$ cat config.mk
export PLATFORM = sky130hd
export DESIGN_NAME = chan_start_sequencer
export DESIGN_NICKNAME = d
export VERILOG_FILES = /design/src/rtl/chan_start_sequencer.sv
export SDC_FILE = /design/constraint.sdc
export NUM_CORES = 1
export LEC_CHECK = 0
export ABC_AREA = 1
export CAP_MARGIN = 10
export CORE_MARGIN = 2
export CORE_UTILIZATION = 45
export DETAILED_ROUTE_END_ITERATION = 6
export PLACE_DENSITY = 0.74
export SLEW_MARGIN = 40
export SYNTH_ARGS = -nofsm -noshare
export SYNTH_HDL_FRONTEND = slang
export SYNTH_SLANG_ARGS = --single-unit
$ cat constraint.sdc
create_clock -name user_clk -period 2.83 [get_ports user_clk]
set_clock_uncertainty 0.2 [all_clocks]
set_input_delay 0.7075 -clock user_clk [delete_from_list [all_inputs] [get_ports user_clk]]
set_output_delay 0.7075 -clock user_clk [all_outputs]
set_load 0.02 [all_outputs]
$ cat src/rtl/chan_start_sequencer.sv
// chan_start_sequencer: turns software arm/abort commands into a frame-aligned run window and frame counter.
// Define CHAN_START_SYNC_TIMEOUT_EN to abandon ARMED/DELAY after TMO_CYC cycles without sync_in.
module chan_start_sequencer #(
   parameter int CNT_W   = 32,
   parameter int TMO_CYC = 1 << 24
) (
   input  logic             user_clk,
   input  logic             user_rst_n,
   input  logic [31:0]      ctrl_in,
   input  logic             sync_in,
   output logic             start_pulse,
   output logic             run,
   output logic             armed,
   output logic [CNT_W-1:0] frame_cnt,
   output logic [31:0]      status_out
);
   typedef enum logic [1:0] {IDLE = 2'd0, ARMED = 2'd1, DELAY = 2'd2, RUN = 2'd3} state_t;
   state_t           state_q, state_d;
   logic             arm_q, arm_prev_q, abort_q;
   logic [15:0]      dly_in_q, dcnt_q, dcnt_d;
   logic [CNT_W-1:0] frame_cnt_q, frame_cnt_d;
   logic             start_pulse_q, start_pulse_d, run_q, run_d, armed_q, armed_d;
   logic             tmo_flag_q, tmo_flag_d;
   logic             arm_rise, waiting, tmo_hit, unused_ok;
   assign arm_rise = arm_q & ~arm_prev_q;
   assign waiting  = state_q == ARMED || state_q == DELAY;
`ifdef CHAN_START_SYNC_TIMEOUT_EN
   localparam int TMO_W = $clog2(TMO_CYC);
   logic [TMO_W-1:0] tmo_q, tmo_d;
   assign tmo_hit   = waiting && !sync_in && tmo_q == TMO_W'(TMO_CYC - 1);
   assign unused_ok = ^ctrl_in[15:2];
   always_comb begin
      tmo_d = (waiting && !sync_in && !abort_q) ? tmo_q + TMO_W'(1) : '0;
   end
   always_ff @(posedge user_clk or negedge user_rst_n) begin
      if (!user_rst_n) tmo_q <= '0;
      else             tmo_q <= tmo_d;
   end
`else
   assign tmo_hit   = 1'b0;
   assign unused_ok = ^{ctrl_in[15:2], TMO_CYC[0]};
`endif
   // dcnt counts remaining syncs before RUN, so ARMED and DELAY share one rule
   always_comb begin
      state_d     = state_q;
      dcnt_d      = dcnt_q;
      frame_cnt_d = frame_cnt_q;
      tmo_flag_d  = tmo_flag_q;
      if (abort_q) state_d = IDLE;
      else if (state_q == IDLE) begin
         if (arm_rise) begin
            state_d    = ARMED;
            dcnt_d     = dly_in_q;
            tmo_flag_d = 1'b0;
         end
      end else if (waiting) begin
         if (sync_in) begin
            state_d = dcnt_q == '0 ? RUN : DELAY;
            dcnt_d  = dcnt_q - 16'd1;
         end else if (tmo_hit) begin
            state_d    = IDLE;
            tmo_flag_d = 1'b1;
         end
      end else if (sync_in) frame_cnt_d = frame_cnt_q + CNT_W'(1);
      start_pulse_d = state_d == RUN && state_q != RUN;
      if (start_pulse_d) frame_cnt_d = '0;
      run_d   = state_d == RUN;
      armed_d = state_d == ARMED || state_d == DELAY;
   end
   always_ff @(posedge user_clk or negedge user_rst_n) begin
      if (!user_rst_n) begin
         arm_q         <= 1'b0;
         arm_prev_q    <= 1'b0;
         abort_q       <= 1'b0;
         dly_in_q      <= '0;
         state_q       <= IDLE;
         dcnt_q        <= '0;
         frame_cnt_q   <= '0;
         start_pulse_q <= 1'b0;
         run_q         <= 1'b0;
         armed_q       <= 1'b0;
         tmo_flag_q    <= 1'b0;
      end else begin
         arm_q         <= ctrl_in[0];
         arm_prev_q    <= arm_q;
         abort_q       <= ctrl_in[1];
         dly_in_q      <= ctrl_in[31:16];
         state_q       <= state_d;
         dcnt_q        <= dcnt_d;
         frame_cnt_q   <= frame_cnt_d;
         start_pulse_q <= start_pulse_d;
         run_q         <= run_d;
         armed_q       <= armed_d;
         tmo_flag_q    <= tmo_flag_d;
      end
   end
   assign start_pulse = start_pulse_q;
   assign run         = run_q;
   assign armed       = armed_q;
   assign frame_cnt   = frame_cnt_q;
   assign status_out  = {state_q, tmo_flag_q, 13'b0, frame_cnt_q[15:0]};
endmodule
==> results_dict.tcl, run 1 <==
set metrics [dict create \
    status "completed" \
    antenna_found_initial 0 \
    clkPwrFrac_pct 30.8 \
    seq_area_frac_synth_pct 43.19 \
    synth_commonest_cells "nand2_1 (127), nor2_1 (95), dfrtp_1 (72)" \
    dp_slack_ns -0.4423 \
    yosys_warnings 0 \
    cts_made_buffers 9 \
    cts.hold.buffers_added 0 \
    area.growth.synth_to_final_pct 24.66 \
    hp-class "in2async" \
    slowest_stage "dfrtp_1" \
    final-seq-area_sq_um 1802 \
    wl_mm 10.19 \
    die_area_sq_um 10060 \
    finalNonFillerCells 746 \
    ios 102 \
    crit_fanout 5 \
    drc 0 \
    cts_sinks 72 \
    wl_per_cell_microns 13.65 \
    dp_cells 726 \
    critPathKind "reg2reg" \
    fin_crit_ns 2.611 \
    p_leak_uw 0.002380 \
    synth_async_sr_flop_share_pct 100.0 \
    end_kind "register" \
    tns_ns 0 \
    nNetsFinal 671 \
    gr-usage-all-layers_pct 21.28 \
    drtIter0Drc 174 \
    ir_drop_uv 246.0 \
    power.switching_uw 839.0 \
    worst_pin_slew_ns 0.6518 \
    ant_nets 0 \
    start_util_pct 45.80 \
    synth_top_area_cell "dfrtp_1" \
    avgViaCountPerCell 5.035 \
    crit_arrival_ns 2.66 \
    synthFlopType "dfrtp_1" \
    diodes 0 \
    slew_headroom_pct 56.55 \
    power.internal_uw 1810 \
    p_per_area_nw_per_um2 509.5 \
    synthDistinctLibCells 39 \
    hpwl_mm 7.440 \
    postSynthCellCount 551 \
    p_comb_share_pct 23.0 \
    cts_root_buf "clkbuf_8" \
    cts_buffer_depth 2 \
    synth_top_area_share_pct 43.19 \
    cts_max_level 3 \
    core_area_sq_um 9109 \
    p_sw_share_pct 31.67 \
    netlist_area_sq_um 4172 \
    ys_seq_elements 72 \
    via_count 3756 \
    max-cap-violations 0 \
    cp.required_ns 2.88 \
    nFillCells 837 \
    grt_max_degree 38 \
    max_stage_delay_ns 0.38 \
    setup_viol 0 \
    dieWidth_microns 100.3 \
    critPathLaunchType "register" \
    first_pass_iters 4 \
    timing.final.ws_setup_ns 0.2191 \
    overflow 0 \
    yosysMostFrequentCell "nand2_1" \
    fin_area_sq_um 5200 \
    period_share_pct 92.26 \
    multiInputGateArea_sq_um 1951 \
    holdWs_ns 0.1795 \
    grt_setup_unrepaired "false" \
    cts_tree "yes" \
    seqPwrFrac_pct 46.2 \
    path_cells "inv_1 > ha_2 > nor2_4 > nand2_2 > nor3_2 > nand4_1 > a21oi_2 > ha_2 > inv_1 > nor2_2 > inv_2 > a21oi_1 > nand4_1 > nand2_1 > nor2_1" \
    insertion_delay_ns 0.35 \
    postPlaceCellArea_sq_um 4945 \
    gp_congestion 0.9038 \
    grt_pass1_wl_mm 17.03 \
    die_h_microns 100.3 \
    ys_top_cells_by_area "dfrtp_1 (43%), nand2_1 (11%), nor2_1 (8.5%)" \
    rows 35 \
    synth_edf_count 0 \
    post_route_cells_drive_above_1_share_pct 11.50 \
    clk_pin_slew_ns 0.07 \
    grt_pass1_vias 3667 \
    timing_hold_violations_final 0 \
    fmax_ghz 0.3830 \
    io_buffers 73 \
    slew_viol_final 0 \
    synth_area_per_cell_sq_um 7.571 \
]
[path summary, 6_finish.rpt]
kind | from | endpoint | slack [ns] | depth (start not counted)
max reg2reg | state_q[0] | frame_cnt[31] | 0.22 | 15
min in group user_clk | arm_q | arm_prev_q | 0.21 | 0
min reg2reg | arm_q | arm_prev_q | 0.21 | 0
max in group asynchronous | user_rst_n | frame_cnt[18] | 1.63 | 2
min | user_rst_n | dcnt_q[12] | 0.18 | 1
max | state_q[0] | frame_cnt[31] | 0.22 | 15
[power by group through the flow]
stage	logic, uW	registers, uW	clock network (uW)
after floorplan	383	1250	0
after global placement	585	1240	0
after detailed placement	603	1240	0
after CTS	608	1220	839
after global routing	679	1240	879
final	609	1220	817
[worst max-delay path: cells and delay by family, from the launching register on]
kind	cells	cell delay [ns]
DFF	1	0.38
and+or+nand+nor	8	0.87
adders and majority gates	2	0.42
AOI/OAI and AO/OA	2	0.45
buffers and inverters	3	0.20
[what timing repair did]
| item | CTS | global route |
|---|---|---|
| cloned | 0 | 0 |
| buffers inserted | 2 | 2 |
| setup endpoints to repair | 4 | 25 |
| pin swaps | 2 | 4 |
| resized for setup | 2 | 9 |
[layout make-up]
cell class                      count  area share, %
Multi-Input combinational cell    395          37.51
Timing Repair Buffer               94          17.28
Inverter                           58          4.211
Sequential cell                    72          34.65
Clock buffer                       14          2.936
Clock inverter                      2         0.7459
Tap cell                          111          2.671
[cell families after synthesis]
logic type	share of synthesized area [%]
adder cells (fa/ha/maj)	1.800
buffers and inverters	11.97
AO/OA/AOI/OAI	9.088
other	0.08990
AND/OR/NAND/NOR	33.86
flip-flops	43.19
[cell usage in the layout, fill, tap and decap left out, types with 2 or more instances in the layout]
cell type,count
nand4_1,11
nand3_1,37
nor2_8,2
nor2_1,93
clkbuf_1,4
a31oi_1,2
buf_4,20
clkdlybuf4s50_1,71
nor3_1,5
nor2_4,6
a21oi_1,25
a21boi_2,2
dfrtp_1,72
nand2_2,4
o22ai_1,2
inv_1,54
nand2_1,126
o21ai_1,9
clkbuf_8,10
nand2_4,4
inv_2,3
nand3b_1,3
conb_1,14
ha_1,4
o21ai_0,20
ha_2,2
nand3_2,3
a22oi_1,2
nor2_2,7
[flip-flops by register name, summed over array words and instances (netlist names)]
signal,flops
abort_q,1
arm_prev_q,1
arm_q,1
armed,1
dcnt_q,16
dly_in_q,16
frame_cnt,32
run,1
start_pulse,1
state_q,2
[per-layer routing]
layer | part of all wire [%] | up-vias | GRT usage, %
li1 | - | 1881 | -
met1 | 42 | 1745 | 26.22
met2 | 52 | 112 | 36.55
met3 | 5.0 | 18 | 4.526
met4 | 1.8 | 0 | 8.114
met5 | 0 | - | 0
[per-stage QoR]
step / util, % / power [uW]
global placement: 54.29 / 1823
global route: 57.09 / 2797
CTS: 56.65 / 2670
detailed placement: 54.29 / 1844
finish: 57.09 / 2649
floorplan: - / 1630
Power figures use the tool's default switching activity.
==> inputs of run 2 (changes only) <==
--- a/config.mk
+++ b/config.mk
@@ -11,7 +11,7 @@
 export CORE_UTILIZATION = 45
 export DETAILED_ROUTE_END_ITERATION = 6
 export PLACE_DENSITY = 0.74
-export SLEW_MARGIN = 40
+export SLEW_MARGIN = 20
 export SYNTH_ARGS = -nofsm -noshare
 export SYNTH_HDL_FRONTEND = slang
 export SYNTH_SLANG_ARGS = --single-unit
==> results of run 2 <==
Final layout, timing and power as in run 1 (identical DEF).
